==> config.mk <==
export PLATFORM = sky130hd
export DESIGN_NAME = bp_pht_scheduler_flat
export DESIGN_NICKNAME = d
export VERILOG_FILES = /design/src/rtl/bp_pht_scheduler_pkg.sv /design/src/rtl/bp_pht_scheduler_if.sv /design/src/rtl/bp_pht_scheduler_upd_fifo.sv /design/src/rtl/bp_pht_scheduler.sv /design/src/flat_wrapper.sv
export SDC_FILE = /design/constraint.sdc
export NUM_CORES = 1
export LEC_CHECK = 0
export CAP_MARGIN = 0
export CORE_MARGIN = 3
export CORE_UTILIZATION = 53
export CTS_CLUSTER_DIAMETER = 150
export CTS_CLUSTER_SIZE = 16
export DETAILED_ROUTE_END_ITERATION = 12
export PLACE_DENSITY = 0.89
export REMOVE_ABC_BUFFERS = 1
export SKIP_CTS_REPAIR_TIMING = 1
export SYNTH_ARGS = -nofsm -noshare
export SYNTH_HDL_FRONTEND = slang
export SYNTH_SLANG_ARGS = --single-unit
==> constraint.sdc <==
create_clock -name clk -period 2.7 [get_ports clk]
set_clock_uncertainty 0.15 [all_clocks]
set_input_delay 0.405 -clock clk [delete_from_list [all_inputs] [get_ports clk]]
set_output_delay 0.405 -clock clk [all_outputs]
set_load 0.03 [all_outputs]
==> src/rtl/bp_pht_scheduler_pkg.sv <==
// Shared types for the PHT scheduler: 2-bit counter encodings, FSM states and
// the saturating counter update.
package bp_pht_scheduler_pkg;

    localparam logic [1:0] CNT_SNT = 2'b00;
    localparam logic [1:0] CNT_WNT = 2'b01;
    localparam logic [1:0] CNT_WT  = 2'b11;
    localparam logic [1:0] CNT_ST  = 2'b10;

    typedef enum logic [1:0] {
        INIT   = 2'd0,
        IDLE   = 2'd1,
        UPD_RD = 2'd2,
        UPD_WR = 2'd3
    } state_t;

    // Gray-ordered counter: SNT <-> WNT <-> WT <-> ST, saturating at both ends.
    function automatic logic [1:0] sat_next(input logic [1:0] cnt, input logic taken);
        logic [1:0] res;
        res = cnt;
        case (cnt)
            CNT_SNT: res = taken ? CNT_WNT : CNT_SNT;
            CNT_WNT: res = taken ? CNT_WT  : CNT_SNT;
            CNT_WT:  res = taken ? CNT_ST  : CNT_WNT;
            default: res = taken ? CNT_ST  : CNT_WT;
        endcase
        return res;
    endfunction

endpackage

==> src/rtl/bp_pht_scheduler_if.sv <==
// Lookup, response and update channels between the predictor logic and the
// PHT scheduler.
interface bp_pht_scheduler_if #(
    parameter int IDX_W = 6
);
    // Handshake: a request transfers in a cycle where valid and ready are both 1.
    // ready is combinational and never waits for valid to fall; a request seen
    // with ready=0 is not held by the scheduler (lookups retry, updates drop).
    logic             lk_valid;
    logic [IDX_W-1:0] lk_idx;
    logic             lk_ready;
    logic             rsp_valid;
    logic             rsp_taken;
    logic             upd_valid;
    logic [IDX_W-1:0] upd_idx;
    logic             upd_taken;
    logic             upd_ready;
    logic             upd_drop;

    modport slave (
        input  lk_valid, lk_idx, upd_valid, upd_idx, upd_taken,
        output lk_ready, rsp_valid, rsp_taken, upd_ready, upd_drop
    );

    modport master (
        output lk_valid, lk_idx, upd_valid, upd_idx, upd_taken,
        input  lk_ready, rsp_valid, rsp_taken, upd_ready, upd_drop
    );
endinterface

==> src/rtl/bp_pht_scheduler_upd_fifo.sv <==
// Synchronous update queue holding {index, taken} records; count, full and
// empty are all registered views.
module bp_pht_scheduler_upd_fifo #(
    parameter int WIDTH = 7,
    parameter int DEPTH = 4
) (
    input  logic                     clk,
    input  logic                     rst,
    input  logic                     push,
    input  logic [WIDTH-1:0]         din,
    input  logic                     pop,
    output logic [WIDTH-1:0]         dout,
    output logic [$clog2(DEPTH):0]   count,
    output logic                     full,
    output logic                     empty
);
    localparam int PW = $clog2(DEPTH);
    localparam int CW = PW + 1;

    logic [WIDTH-1:0] mem [DEPTH];
    logic [PW-1:0]    wrPtr;
    logic [PW-1:0]    rdPtr;
    logic             doPush;
    logic             doPop;

    assign full   = (count == CW'(DEPTH));
    assign empty  = (count == '0);
    assign doPush = push & ~full;
    assign doPop  = pop & ~empty;
    assign dout   = mem[rdPtr];

    always_ff @(posedge clk) begin
        if (doPush) begin
            mem[wrPtr] <= din;
        end
    end

    // Pointers wrap naturally because DEPTH is a power of two.
    always_ff @(posedge clk) begin
        if (rst) begin
            wrPtr <= '0;
            rdPtr <= '0;
            count <= '0;
        end else begin
            if (doPush) wrPtr <= wrPtr + PW'(1);
            if (doPop)  rdPtr <= rdPtr + PW'(1);
            case ({doPush, doPop})
                2'b10:   count <= count + CW'(1);
                2'b01:   count <= count - CW'(1);
                default: count <= count;
            endcase
        end
    end
endmodule

==> src/rtl/bp_pht_scheduler.sv <==
// Arbitrates the single-port PHT RAM between F-stage lookups and queued M-stage
// counter updates, after clearing the table with a post-reset sweep.
module bp_pht_scheduler
    import bp_pht_scheduler_pkg::*;
#(
    parameter int         IDX_W        = 6,
    parameter int         FIFO_DEPTH   = 4,
    parameter int         STARVE_LIMIT = 8,
    parameter logic [1:0] INIT_VAL     = 2'b11
) (
    input  logic              clk,
    input  logic              rst,
    bp_pht_scheduler_if.slave bus,
    output logic              init_done,
    output logic              ram_en,
    output logic              ram_we,
    output logic [IDX_W-1:0]  ram_addr,
    output logic [1:0]        ram_wdata,
    input  logic [1:0]        ram_rdata,
    output state_t            dbgState
);
    localparam int SW = $clog2(STARVE_LIMIT + 1);
    localparam int CW = $clog2(FIFO_DEPTH) + 1;

    state_t           state;
    state_t           nextState;
    logic [IDX_W-1:0] sweepCtr;
    logic [SW-1:0]    starveCnt;
    logic             rspValid;
    logic             updDrop;
    logic             initDone;
    logic             lkReady;
    logic             updReady;
    logic             updChoice;
    logic             fifoPop;
    logic [IDX_W:0]   fifoHead;
    logic [CW-1:0]    fifoCount;
    logic             fifoFull;
    logic             fifoEmpty;
    logic [IDX_W-1:0] headIdx;
    logic             headTaken;

    assign headIdx   = fifoHead[IDX_W:1];
    assign headTaken = fifoHead[0];
    assign updReady  = (fifoCount < CW'(FIFO_DEPTH)) & initDone;

    bp_pht_scheduler_upd_fifo #(
        .WIDTH (IDX_W + 1),
        .DEPTH (FIFO_DEPTH)
    ) u_fifo (
        .clk   (clk),
        .rst   (rst),
        .push  (bus.upd_valid & updReady),
        .din   ({bus.upd_idx, bus.upd_taken}),
        .pop   (fifoPop),
        .dout  (fifoHead),
        .count (fifoCount),
        .full  (fifoFull),
        .empty (fifoEmpty)
    );

    always_comb begin
        nextState = state;
        lkReady   = 1'b0;
        updChoice = 1'b0;
        fifoPop   = 1'b0;
        ram_en    = 1'b0;
        ram_we    = 1'b0;
        ram_addr  = '0;
        ram_wdata = '0;
        case (state)
            INIT: begin
                ram_en    = 1'b1;
                ram_we    = 1'b1;
                ram_addr  = sweepCtr;
                ram_wdata = INIT_VAL;
                if (sweepCtr == '1) nextState = IDLE;
            end
            // The port carries the write-back, so no lookup can be granted here.
            UPD_RD: begin
                ram_en    = 1'b1;
                ram_we    = 1'b1;
                ram_addr  = headIdx;
                ram_wdata = sat_next(ram_rdata, headTaken);
                fifoPop   = 1'b1;
                nextState = UPD_WR;
            end
            default: begin
                nextState = IDLE;
                if (!fifoEmpty && (!bus.lk_valid || fifoFull ||
                                   starveCnt == SW'(STARVE_LIMIT))) begin
                    updChoice = 1'b1;
                    ram_en    = 1'b1;
                    ram_addr  = headIdx;
                    nextState = UPD_RD;
                end else if (bus.lk_valid) begin
                    lkReady  = 1'b1;
                    ram_en   = 1'b1;
                    ram_addr = bus.lk_idx;
                end
            end
        endcase
    end

    always_ff @(posedge clk) begin
        if (rst) begin
            state     <= INIT;
            sweepCtr  <= '0;
            starveCnt <= '0;
            rspValid  <= 1'b0;
            updDrop   <= 1'b0;
            initDone  <= 1'b0;
        end else begin
            state    <= nextState;
            rspValid <= lkReady;
            updDrop  <= bus.upd_valid & ~updReady;
            if (state == INIT) begin
                sweepCtr <= sweepCtr + IDX_W'(1);
                if (sweepCtr == '1) initDone <= 1'b1;
            end
            if (updChoice || fifoEmpty) begin
                starveCnt <= '0;
            end else if (lkReady && starveCnt != SW'(STARVE_LIMIT)) begin
                starveCnt <= starveCnt + SW'(1);
            end
        end
    end

    assign bus.lk_ready  = lkReady;
    assign bus.rsp_valid = rspValid;
    assign bus.rsp_taken = ram_rdata[1];
    assign bus.upd_ready = updReady;
    assign bus.upd_drop  = updDrop;
    assign init_done     = initDone;
    assign dbgState      = state;
endmodule

==> src/flat_wrapper.sv <==
// flat-port wrapper written by rule: the top's interface ports become plain ports
module bp_pht_scheduler_flat import bp_pht_scheduler_pkg::*;
#(
    parameter int         IDX_W        = 6,
    parameter int         FIFO_DEPTH   = 4,
    parameter int         STARVE_LIMIT = 8,
    parameter logic [1:0] INIT_VAL     = 2'b11
)
  (clk, rst, init_done, ram_en, ram_we, ram_addr, ram_wdata, ram_rdata, dbgState, bus_lk_valid, bus_lk_idx, bus_upd_valid, bus_upd_idx, bus_upd_taken, bus_lk_ready, bus_rsp_valid, bus_rsp_taken, bus_upd_ready, bus_upd_drop);
  bp_pht_scheduler_if #(.IDX_W(IDX_W)) bus_i ();
  input  logic clk;
  input  logic rst;
  output logic init_done;
  output logic ram_en;
  output logic ram_we;
  output logic [IDX_W-1:0] ram_addr;
  output logic [1:0] ram_wdata;
  input  logic [1:0] ram_rdata;
  output state_t dbgState;
  input wire logic [$bits(bus_i.lk_valid)-1:0] bus_lk_valid;
  input wire logic [$bits(bus_i.lk_idx)-1:0] bus_lk_idx;
  input wire logic [$bits(bus_i.upd_valid)-1:0] bus_upd_valid;
  input wire logic [$bits(bus_i.upd_idx)-1:0] bus_upd_idx;
  input wire logic [$bits(bus_i.upd_taken)-1:0] bus_upd_taken;
  output wire logic [$bits(bus_i.lk_ready)-1:0] bus_lk_ready;
  output wire logic [$bits(bus_i.rsp_valid)-1:0] bus_rsp_valid;
  output wire logic [$bits(bus_i.rsp_taken)-1:0] bus_rsp_taken;
  output wire logic [$bits(bus_i.upd_ready)-1:0] bus_upd_ready;
  output wire logic [$bits(bus_i.upd_drop)-1:0] bus_upd_drop;
  assign bus_i.lk_valid = bus_lk_valid;
  assign bus_i.lk_idx = bus_lk_idx;
  assign bus_i.upd_valid = bus_upd_valid;
  assign bus_i.upd_idx = bus_upd_idx;
  assign bus_i.upd_taken = bus_upd_taken;
  assign bus_lk_ready = bus_i.lk_ready;
  assign bus_rsp_valid = bus_i.rsp_valid;
  assign bus_rsp_taken = bus_i.rsp_taken;
  assign bus_upd_ready = bus_i.upd_ready;
  assign bus_upd_drop = bus_i.upd_drop;
  bp_pht_scheduler #(.IDX_W(IDX_W), .FIFO_DEPTH(FIFO_DEPTH), .STARVE_LIMIT(STARVE_LIMIT), .INIT_VAL(INIT_VAL)) u_core (.clk(clk), .rst(rst), .bus(bus_i), .init_done(init_done), .ram_en(ram_en), .ram_we(ram_we), .ram_addr(ram_addr), .ram_wdata(ram_wdata), .ram_rdata(ram_rdata), .dbgState(dbgState));
endmodule
# Word level (Yosys, flattened, before mapping)
# Memories as Yosys holds them, arrays and structs flattened. A register that Yosys moved wholly into a read port is not among the register bits.
# Index checks and enable logic that the tools add are counted.
# word_totals
mem_count	1
wordCells	75
register_bits	22
mem_bits_rw	28
output_inout_bits	18
in_bits	19
# classes
n_bitwise	8
eq_ne	10
n_addsub	6
order_cmp	1
n_mux	26
n_reduce_logical	14
# mem_list
memory	depth	word_bits	read_ports	rd_ports_with_merged_regs	write_ports	line	source
u_core.u_fifo.mem	4	7	1	1	1	bp_pht_scheduler_upd_fifo.sv:20	logic [WIDTH-1:0] mem [DEPTH];
# op_table
cell	count
1-bit two-way mux	13
2-bit two-way mux	6
6-bit two-way mux	2
6-bit case mux with 2 select lines	1
2-bit case mux with 2 select lines	2
6-bit by 1-bit adder with 6-bit output (second input constant)	1
2-bit equality test (second input constant)	3
6-bit equality test (second input constant)	1
2-bit case mux with 3 select lines	1
3-bit case mux with 2 select lines	1
1-bit AND	5
2-bit by 1-bit adder with 2-bit output (second input constant)	2
4-bit by 1-bit adder with 4-bit output (second input constant)	1
2-bit by 1-bit equality test with 1-bit output (second input constant)	2
4-bit equality test (second input constant)	1
2-bit logical NOT	2
4-bit != test (second input constant)	1
2-bit OR reduction	2
3-bit by 1-bit adder with 3-bit output (second input constant)	1
3-bit equality test (second input constant)	1
3-bit logical NOT	1
1-bit logical OR	3
3-bit < comparator (second input constant)	1
1-bit inverter	3
other kinds (6)	8

# Longest topological paths before layout
# depth
ltp_word	8
depth_mapped	9

# By module
# A second synthesis with hierarchy kept.
# unflattened
hier_cells	184
hier_area_um2	2317.2
# by_module_without_submodules
mod	seq_area_each_um2	area_per_inst_um2	n_inst	cells_per_inst
bp_pht_scheduler_upd_fifo	1021.0	1487.7	1	91
bp_pht_scheduler	300.3	829.5	1	93

# Least setup slack after synthesis
# OpenSTA, ideal clock, no wires.
# synth_timing
path_kind	reg2reg
startpoint	register u_core.initDone, in the netlist u_core.init_done
endpoint	register u_core.u_fifo.count[2]
setup_time_ns	0.071
arrival_ns	2.253
path_slack_ns	0.226
n_path_buf	1
required_ns	2.479
stages_incl_launch_ff	10
cell_sequence	dfxtp_1 nor2b_1 clkbuf_1 nand2_1 ha_1 inv_1 fa_1 xor2_1 or3_1 a21oi_1
# synth_via
elab_chain_len	5
word_cells_on_any_way	7
# synth_rtl
item	line	source
start, declared	bp_pht_scheduler.sv:31	logic initDone;
start signal, assigned	bp_pht_scheduler.sv:112	initDone <= 1'b0;
start signal, assigned	bp_pht_scheduler.sv:119	if (sweepCtr == '1) initDone <= 1'b1;
1-bit AND (*)	bp_pht_scheduler.sv:45	assign updReady = (fifoCount < CW'(FIFO_DEPTH)) & initDone;
net bus_upd_ready	flat_wrapper.sv:28	output wire logic [$bits(bus_i.upd_ready)-1:0] bus_upd_ready;
1-bit AND (*)	bp_pht_scheduler.sv:53	.push (bus.upd_valid & updReady),
1-bit AND (*)	bp_pht_scheduler_upd_fifo.sv:28	assign doPush = push & ~full;
2-bit by 1-bit equality test with 1-bit output / 2-bit equality test (equally long branches)	bp_pht_scheduler_upd_fifo.sv:47	case ({doPush, doPop})
3-bit case mux with 2 select lines / 2-bit nonzero test (equally long branches)	--	
end signal, assigned	bp_pht_scheduler_upd_fifo.sv:48	2'b10: count <= count + CW'(1);
end signal, assigned	bp_pht_scheduler_upd_fifo.sv:49	2'b01: count <= count - CW'(1);
end signal, assigned	bp_pht_scheduler_upd_fifo.sv:50	default: count <= count;
end, declared	bp_pht_scheduler_upd_fifo.sv:13	output logic [$clog2(DEPTH):0] count,
# Mark *: on every way through the listed nets, which the timed path passes. The rest lies on a longest branch.
# A chain may end at the register's enable or synchronous reset.

==> qor.yml <==
detailed_routing:
  first_pass_iters: 4
  vias_per_cell: 5.52
  dr_total_vias: 1590
  wl_per_cell_um: 16.1
  wirelength_um: 4640
  drtIter0Drc: 64
  route.detailed.drc: 0
  ant_nets: 0
yosys:
  avgSynthCellArea_um2: 12.3
  synth_top_area_cell: "edfxtp_1"
  synth_flop_cell: "edfxtp_1"
  syn_inst: 191
  synth_edf_count: 28
  synthesis.area_um2: 2350
  synthArstFlopShare_pct: 0
  yosysSeqAreaShare_pct: 56.3
  synth.area.top_cells: "edfxtp_1 (36%), dfxtp_1 (20%), mux4_2 (6.7%)"
  ys_warn_count: 0
  ys_types: 42
  ys_ff_latch: 52
  synth_top_area_share_pct: 35.8
clock_tree:
  numCtsBuffers: 5
  cts.sinks: 52
  htreeDepth: 2
  cts_tree: "yes"
  clk_pin_slew_worst_paths_ns: 0.10
  cts-root-buf: "clkbuf_8"
  clock_path_buffers: 2
  clk_latency_ns: 0.31
status:
  status: "finished, final reports clean"
floorplan:
  start_util_pct: 56.6
  die_area_um2: 5260
  fp.dieW_um: 72.5
  rows: 23
  io_pins: 37
  coreArea_um2: 4140
  die_h_um: 72.5
min_path:
  min_path_cells: 2
  hp-class: "reg -> reg"
  min_to: "u_core.sweepCtr[5]$_SDFFE_PP0P_"
  min_from: "u_core.sweepCtr[5]$_SDFFE_PP0P_"
power:
  power_per_cell_area_nw_per_um2: 545
  p_leak_nw: 1.07
  p_switching_w: 0.000431
  switching_share_pct: 27.4
  vdd_drop_max_mv: 0.585
  p_int_w: 0.00114
  seq_power_share_pct: 54.7
  combPwrFrac_pct: 15.9
  clkPwrFrac_pct: 29.4
  fin_total_pwr_w: 0.00157
global_routing:
  antenna_found_initial: 0
  track_usage_pct: 19.1
  grt_pass1_vias: 1526
  grt_overflow: 0
  grt_pass1_wl_um: 7620
  grt_max_degree: 19
job:
  drv_cap: 0
finish:
  synthToLayoutAreaGrowth_pct: 23.0
  fin_nets: 265
  fill_cells: 317
  stdcell_count: 288
  diodes: 0
  drive_above_1_share_pct: 17.2
worst_setup_path:
  cp-end-kind: "output pin"
  r2r-start: "u_core.u_fifo.count[0]$_SDFFE_PP0P_"
  critical_path_arrival_ns: 2.03
  rr_endpoint: "u_core.u_fifo.count[2]$_SDFFE_PP0P_"
  cp.required_ns: 2.14
  r2r_slack_ns: 0.25
  cp-start-kind: "register"
  crit_fanout: 2
  reg2reg_depth: 9
  critical_path_class: "reg -> out"
sta:
  layout_min_cycle_time_ns: 2.58
  fmaxAchievable_ghz: 0.387
  tns_ns: 0
  period_share_pct: 95.7
  final-hold-violation-count: 0
  finalSetupViolations: 0
  rsz0062_at_grt: "no"
  tightest_slew_ns: 0.453
  slew_headroom_pct: 69.8
  drv_slew: 0
placement:
  hpwl_um: 3450
  gp_congestion: 0.847
  numPortBuffers: 36
  placed_cells_incl_taps: 279
==> worst max-delay path by stage <==
stage,depth (start not counted),slack [ns],from,to
finish,4,0.12,register,ram_wdata[1]
global route,8,0.01,u_core.starveCnt[0]$_SDFFE_PP0P_,ram_addr[0]
CTS,8,0.1,u_core.starveCnt[0]$_SDFFE_PP0P_,ram_addr[0]
detailed placement,7,0.14,bus_lk_valid,ram_addr[0]
global placement,8,0.24,bus_upd_valid,u_core.u_fifo.count[2]$_SDFFE_PP0P_
floorplan,8,0.07,u_core.init_done$_SDFFE_PP0P_,u_core.u_fifo.count[2]$_SDFFE_PP0P_
==> metal layers <==
metal  share of wire (%)  GRT usage [%]
met5                   0              0
met4                0.88           4.71
met3                 6.3           4.57
met2                  51           32.7
met1                  42           24.4
==> worst max-delay path, cell delays in order (launching register included) <==
cell             delay (ns)
dfxtp_1                0.37
mux4_2                 0.53
mux2i_1                0.15
a21oi_1                0.08
clkdlybuf4s50_1        0.59
==> flip-flops by register name (all words and copies together) (netlist names), named ones only <==
signal	flops
u_core.u_fifo.mem	28
u_core.u_fifo.count	3
u_core.init_done	1
u_core.u_fifo.rdPtr	2
u_core.dbgState	1
u_core.u_fifo.wrPtr	2
u_core.bus.rsp_valid	1
u_core.starveCnt	4
u_core.sweepCtr	6
u_core.bus.upd_drop	1
==> cells by family (layout without fill, tap and decap cells) <==
family                     after synthesis  in the layout  synth area share (%)
xor gates and xnor gates                12             12                  4.48
adders and majority gates                9              9                  5.12
and+or+nand+nor                         67             67                  15.5
buffers and inverters                   18             65                  3.57
muxes                                   10             10                  8.00
DFF                                     52             52                  56.3
AOI/OAI and AO/OA                       23             23                  7.04
==> power by group through the flow <==
stage	sequential, W	combinational, W	clock (W)
6_report	0.000861	0.000250	0.000463
5_1_grt	0.000863	0.000265	0.000506
4_1_cts	0.000861	0.000251	0.000469
3_5_place_dp	0.000879	0.000251	0
3_3_place_gp	0.000877	0.000243	0
2_1_floorplan	0.000888	0.000116	0
==> cells in the final DEF, fill, tap and decap left out, drive strengths merged, types with 7 or more instances in the layout <==
| cell | Yosys | layout |
|---|---|---|
| a21oi | 7 | 7 |
| ha | 8 | 8 |
| edfxtp | 28 | 28 |
| nand2 | 17 | 17 |
| buf | 7 | 21 |
| dfxtp | 24 | 24 |
| nor2 | 19 | 19 |
| inv | 8 | 10 |
| clkdlybuf4s50 | 0 | 28 |
| mux4 | 7 | 7 |
==> per-stage QoR <==
| stage | utilization (%) | hold slack, ns | instance area (um^2) | setup slack, ns |
|---|---|---|---|---|
| after floorplan | - | 0.311 | 2290 | 0.0714 |
| after global placement | 67.2 | 0.335 | 2790 | 0.239 |
| after detailed placement | 67.2 | 0.356 | 2790 | 0.138 |
| after CTS | 69.5 | 0.380 | 2880 | 0.0974 |
| after global routing | 69.7 | 0.390 | 2890 | 0.0133 |
| final | 69.7 | 0.377 | 2890 | 0.117 |
==> cells in the mapped netlist (2+ instances only) <==
cell type and count:
edfxtp_1 28, dfxtp_1 24, nor2_1 18, nand2_1 17, ha_1 8, inv_1 8
a21oi_1 7, mux4_2 7, a22oi_1 6, xnor2_1 6, xor2_1 6, and3_1 5
nand4_1 5, buf_2 4, clkbuf_1 3, mux2i_1 3, nand3b_1 3, nor2b_1 3
o21ai_0 3, nand3_1 2, nor3b_1 2, or3_1 2, or3b_1 2
==> layout make-up <==
| cell class | count | area, um^2 | area share, % |
|---|---|---|---|
| flip-flops and latches | 52 | 1320 | 45.8 |
| clock buffers | 5 | 68.8 | 2.38 |
| well taps | 50 | 62.6 | 2.17 |
| repair buffers | 49 | 438 | 15.2 |
| multi-input cells | 121 | 941 | 32.6 |
| clock inverters | 3 | 25.0 | 0.867 |
| inverters | 8 | 30.0 | 1.04 |
Note: power is estimated with default switching activity, not from simulation.
